$ cat config.mk
export PLATFORM = sky130hd
export DESIGN_NAME = transfer_center_rx
export DESIGN_NICKNAME = d
export VERILOG_FILES = /design/src/rtl/transfer_center_rx.sv
export SDC_FILE = /design/constraint.sdc
export NUM_CORES = 1
export LEC_CHECK = 0
export CAP_MARGIN = 20
export CELL_PAD_IN_SITES_DETAIL_PLACEMENT = 0
export CELL_PAD_IN_SITES_GLOBAL_PLACEMENT = 1
export CORE_MARGIN = 10
export CORE_UTILIZATION = 30
export DETAILED_ROUTE_END_ITERATION = 8
export DONT_BUFFER_PORTS = 1
export GPL_ROUTABILITY_DRIVEN = 1
export PLACE_DENSITY_LB_ADDON = 0.1
export SETUP_SLACK_MARGIN = 0.05
export SLEW_MARGIN = 0
export SYNTH_ARGS = -nofsm -noshare
export SYNTH_HDL_FRONTEND = slang
export SYNTH_SLANG_ARGS = --single-unit
$ cat constraint.sdc
create_clock -name clk -period 2.71 [get_ports clk]
set_input_delay 0.271 -clock clk [delete_from_list [all_inputs] [get_ports clk]]
set_output_delay 0.271 -clock clk [all_outputs]
set_load 0.005 [all_outputs]
$ cat src/rtl/transfer_center_rx.sv
// Serial command/data receiver: assembles MSB-first words, decodes control-station
// commands and buffers binary/ASCII payload words in a DEPTH-entry FIFO.
module transfer_center_rx #(
  parameter int WORD_W = 8,
  parameter int DEPTH  = 16,
  parameter int CNT_W  = $clog2(DEPTH) + 1
) (
  input  logic              clk,
  input  logic              rst,
  input  logic              dataIn,
  input  logic              dataValid,
  input  logic              readyForTransferIn,
  output logic              readyForTransferOut,
  output logic [1:0]        localScannerOut,
  output logic [WORD_W-1:0] dataOut,
  output logic              dataOutValid,
  input  logic              dataOutRead,
  output logic              dataIsAscii,
  output logic [CNT_W-1:0]  fifoCount,
  output logic              overflow
);

  localparam int BIT_W = $clog2(WORD_W);
  localparam int AW    = $clog2(DEPTH);

  typedef enum logic [1:0] {CMD, LEN, DATA} state_t;

  state_t              state, state_nxt;
  logic [BIT_W-1:0]    bit_cnt;
  logic [WORD_W-2:0]   shift;
  logic [WORD_W-1:0]   word;
  logic                done;
  logic [WORD_W-1:0]   remaining, remaining_nxt;
  logic                ready, ready_nxt, ascii_nxt;
  logic [1:0]          scan_nxt;
  logic                push, flush, pop, full, empty, wr_en;
  logic [AW-1:0]       wr_ptr, rd_ptr;
  logic [WORD_W-1:0]   mem [DEPTH];

  assign word = {shift, dataIn};
  assign done = dataValid && (bit_cnt == BIT_W'(WORD_W - 1));

  always_ff @(posedge clk or negedge rst) begin
    if (!rst) begin
      shift   <= '0;
      bit_cnt <= '0;
    end else if (dataValid) begin
      shift   <= word[WORD_W-2:0];
      bit_cnt <= done ? '0 : bit_cnt + 1'b1;
    end
  end

  always_comb begin
    state_nxt     = state;
    remaining_nxt = remaining;
    ready_nxt     = ready;
    ascii_nxt     = dataIsAscii;
    scan_nxt      = 2'b00;
    push          = 1'b0;
    flush         = 1'b0;
    if (done) begin
      case (state)
        CMD: begin
          case (word)
            WORD_W'(1): begin ready_nxt = 1'b0; scan_nxt = 2'b10; end
            WORD_W'(2), WORD_W'(4): ready_nxt = readyForTransferIn;
            WORD_W'(3): begin ready_nxt = readyForTransferIn; scan_nxt = 2'b01; end
            WORD_W'(5): flush = 1'b1;
            WORD_W'(7), WORD_W'(8): begin
              ready_nxt = readyForTransferIn;
              ascii_nxt = (word == WORD_W'(8));
              state_nxt = LEN;
            end
            default: ;
          endcase
        end
        LEN: begin
          if (word == '0) begin
            state_nxt = CMD;
          end else begin
            remaining_nxt = word;
            state_nxt     = DATA;
          end
        end
        DATA: begin
          // Dropped words on overflow still consume the payload length.
          push          = 1'b1;
          remaining_nxt = remaining - 1'b1;
          if (remaining == WORD_W'(1)) state_nxt = CMD;
        end
        default: state_nxt = CMD;
      endcase
    end
  end

  always_ff @(posedge clk or negedge rst) begin
    if (!rst) begin
      state           <= CMD;
      remaining       <= '0;
      ready           <= 1'b0;
      dataIsAscii     <= 1'b0;
      localScannerOut <= 2'b00;
    end else begin
      state           <= state_nxt;
      remaining       <= remaining_nxt;
      ready           <= ready_nxt;
      dataIsAscii     <= ascii_nxt;
      localScannerOut <= scan_nxt;
    end
  end

  assign empty = (fifoCount == '0);
  assign full  = (fifoCount == CNT_W'(DEPTH));
  assign pop   = dataOutRead && !empty;
  // A pop on the same edge frees the slot, so a push into a full FIFO is accepted.
  assign wr_en = push && (!full || pop);

  always_ff @(posedge clk or negedge rst) begin
    if (!rst) begin
      wr_ptr    <= '0;
      rd_ptr    <= '0;
      fifoCount <= '0;
      overflow  <= 1'b0;
    end else if (flush) begin
      wr_ptr    <= '0;
      rd_ptr    <= '0;
      fifoCount <= '0;
      overflow  <= 1'b0;
    end else begin
      if (wr_en) wr_ptr <= wr_ptr + 1'b1;
      if (pop)   rd_ptr <= rd_ptr + 1'b1;
      if (push && !wr_en) overflow <= 1'b1;
      case ({wr_en, pop})
        2'b10:   fifoCount <= fifoCount + 1'b1;
        2'b01:   fifoCount <= fifoCount - 1'b1;
        default: ;
      endcase
    end
  end

  always_ff @(posedge clk) begin
    if (wr_en) mem[wr_ptr] <= word;
  end

  assign dataOut             = empty ? '0 : mem[rd_ptr];
  assign dataOutValid        = !empty;
  assign readyForTransferOut = ready && !full;

endmodule

==> qor_table.md <==
| Parameter | Value |
| --- | --- |
| Status | finished clean |
| Number of DRC markers in iteration 0 | 262 |
| # placed instances | 777 |
| Clk_lat worst skew | 0.43 ns |
| Pin count of the biggest net entering global routing | 39 |
| Post-Syn Area | 7190 um^2 |
| Leakage | 2.94 nW |
| Slew at the pin closest to its max-slew limit | 0.921 ns |
| Worst path cell trace | buf_4 > mux4_2 > mux2i_1 > o22ai_1 |
| Critical-path cell with the highest stage delay | mux4_2 |
| Number of I/O pins | 25 |
| Average instance area after synthesis | 16.1 um^2 |
| Delay of the slowest critical-path stage | 0.61 ns |
| Hold crit path type | input pin to flop |
| Ranking of synthesized cells by instance count | edfxtp_1 (128), dfrtp_1 (38), nor2_1 (33) |
| Number of buffers created by CTS | 17 |
| Logic depth of the worst register-to-register path | 11 |
| Area of the core region | 23500 um^2 |
| Syn. warnings | 0 |
| Buffers inserted during post-CTS setup optimization | 0 |
| Hold EP | state[0] |
| Total die area | 30600 um^2 |
| Reg-to-reg slack, setup | 0.31 ns |
| Max-slew headroom at the worst pin | 38.4% |
| Number of flops mapped to enable cells by yosys | 128 |
| Initial standard-cell utilization of the core | 30.5% |
| Clock sinks | 166 |
| DPL Wire Length | 10700 um |
| Capture point of the worst reg-to-reg path | fifoCount[4] |
| Critical path launch point type | flop |
| Max-cap violations | 0 |
| Crit share post-route | 89.5% |
| Area share of the leading cell type in the synthesized netlist | 53.4% |
| Total inserted antenna cells | 0 |
| Via count | 3880 |
| Global-route wire length before repair | 26100 um |
| Kind of capture point of the worst setup path | output pin |
| CTS clock-pin slew for the worst setup and hold paths | 0.06 ns |
| Count of different cell masters after synthesis | 56 |
| TritonCTS clock tree | built |
| Top cells by area in the synthesized netlist | edfxtp_1 (53%), dfrtp_1 (13%), mux4_2 (10%), mux2i_1 (2.5%), ha_1 (2.1%) |
| Share of async-settable or async-resettable flops after synthesis | 22.9% |
| Library cell occupying the most area in the post-synthesis netlist | edfxtp_1 |
| TNS Setup | 0 ns |
| Detailed Routing Iterations Pass 1 | 5 |
| Critical register-to-register path startpoint | bit_cnt[0] |
| Die W | 175 um |
| Signed area change from the synthesized netlist to the final layout | 15.9% |
| Filler cell count in the final layout | 2268 |
| Grt ovf | 0 |
| Setup CP Type | flop to output pin |
| Number of endpoints failing setup at the final stage | 0 |
| Initial antenna violation count | 0 |
| Buffers from clock root to sink, at most | 2 |
| Yosys reg bits | 166 |
| Residual antenna-violating net count after detailed routing | 0 |
| Number of vias per cell after detailed routing | 4.77 |
| Weighted congestion reported at the end of routability-driven placement | 0.716 |
| Hold Path Depth | 2 |
| Net Count, Synth | 467 |
| Fin crit period | 2.42 ns |
| Worst vdd rail ir drop | 0.000476 V |
| Root buffer cell | clkbuf_16 |
| Power density cells | 946 nW/um^2 |
| Via count of the first global-routing pass | 4076 |
| Final number of hold-violating endpoints | 0 |
| Hold path start | dataIn |
| H-Tree Depth | 4 |
| Final clock skew | 0.0120 ns |
| RSZ-0062 raised after global routing | no |
| # rows | 56 |
| Net count reported at finish | 502 |
| Top_reg_cell synth | edfxtp_1 |
| Share of final-layout standard cells stronger than drive strength 1 | 22.8% |
| Arrival time reported for the critical path endpoint | 2.15 ns |
| DRC | 0 |
| Most common cell in the synthesized netlist | edfxtp_1 |
| Non-Filler Instances | 814 |
| Proportion of synthesized chip area in sequential cells | 66.7% |
| Detailed-route wire length per cell | 20.9 um |
| Max FO, Critical Path | 14 |
| Total routing resource utilization after global routing | 11.5% |
| Cells after Synth | 448 |
| Data required time at the worst endpoint | 2.44 ns |
| Height of the chip | 175 um |
| Detailed-route wire length | 17000 um |
| Count of port buffers added during placement | 0 |
| Max Clock Freq | 413 MHz |
| Final-report max-slew violation count | 0 |
==> worst max-delay path by stage <==
stage | cells after the start | end | startpoint | slack [ns]
3_3_place_gp | 10 | fifoCount[4] | bit_cnt[0] | 0.35
5_1_grt | 11 | fifoCount[4] | bit_cnt[0] | 0.10
2_1_floorplan | 10 | fifoCount[4] | fifoCount[1] | 0.24
6_report | 4 | dataOut[1] | rd_ptr[0] | 0.29
3_5_place_dp | 10 | fifoCount[4] | fifoCount[1] | 0.30
4_1_cts | 4 | dataOut[1] | rd_ptr[0] | 0.20
==> metal layers <==
layer	vias to the layer above	share of wire [%]	global-route usage [%]
li1	1799	-	-
met1	2007	48	15.5
met2	58	47	17.7
met3	16	4.3	3.10
met4	0	1.2	3.81
met5	-	0	0
==> cell families after synthesis <==
logic type	count (synthesis)	share of synthesized area, %
AO/OA/AOI/OAI	64	5.93
XOR/XNOR	8	0.974
adder cells (fa/ha/maj)	13	2.37
buffers and inverters	32	2.07
flip-flops	166	66.7
multiplexers	58	13.9
AND/OR/NAND/NOR	107	8.06
==> report_power, final <==
group	switching, mW	internal (mW)
clock	1.03	1.17
sequential	0.246	3.00
combinational	1.36	1.08
==> per-stage QoR <==
step           util, %  area, um^2  setup WS [ns]  hold WS [ns]  power [mW]
6_report          35.4        8330          0.286        0.0696        7.88
5_1_grt           35.4        8330          0.102        0.0551        8.36
4_1_cts           35.4        8330          0.202        0.0495        8.01
3_5_place_dp      32.9        7730          0.303       -0.0229        5.77
3_3_place_gp      32.9        7730          0.353       -0.0231        5.75
2_1_floorplan        -        7190          0.243       -0.0246        4.99
==> state kept, by name, indices dropped and copies added (netlist names), 2 cells and up <==
register / flops
mem: 128
remaining: 8
shift: 7
fifoCount: 5
rd_ptr: 4
wr_ptr: 4
bit_cnt: 3
localScannerOut: 2
state: 2
==> final cells by class <==
type / count / area (um^2) / share of cell area, %
clock buffers: 17 / 425 / 5.11
clock inverters: 14 / 103 / 1.23
inverters: 13 / 48.8 / 0.586
multi-input cells: 250 / 2250 / 27.0
flip-flops and latches: 166 / 4800 / 57.6
well taps: 319 / 399 / 4.79
repair buffers: 35 / 313 / 3.75
==> worst max-delay path: cells and delay by family, from the launching register on <==
family,cells,cell delay (ns)
muxes,2,0.86
DFF,1,0.38
buffers and inverters,1,0.30
AOI/OAI and AO/OA,1,0.18
==> layout by cell type (no fill, tap or decap), types with 13 or more instances in the layout <==
cell type	n
edfxtp_1	128
o21ai_0	15
nand2_1	21
buf_4	27
and2_1	14
mux4_2	32
a21oi_1	14
inv_1	13
clkbuf_16	17
nor2_1	33
mux2i_1	18
dfrtp_1	37
==> timing repair <==
| item | CTS | global route |
|---|---|---|
| setup endpoints to repair | 0 | 0 |
| gates resized for setup | 0 | 0 |
| hold buffers | 6 | 0 |
| hold endpoints to repair | 70 | 0 |
Note: power is estimated with default switching activity, not from simulation.
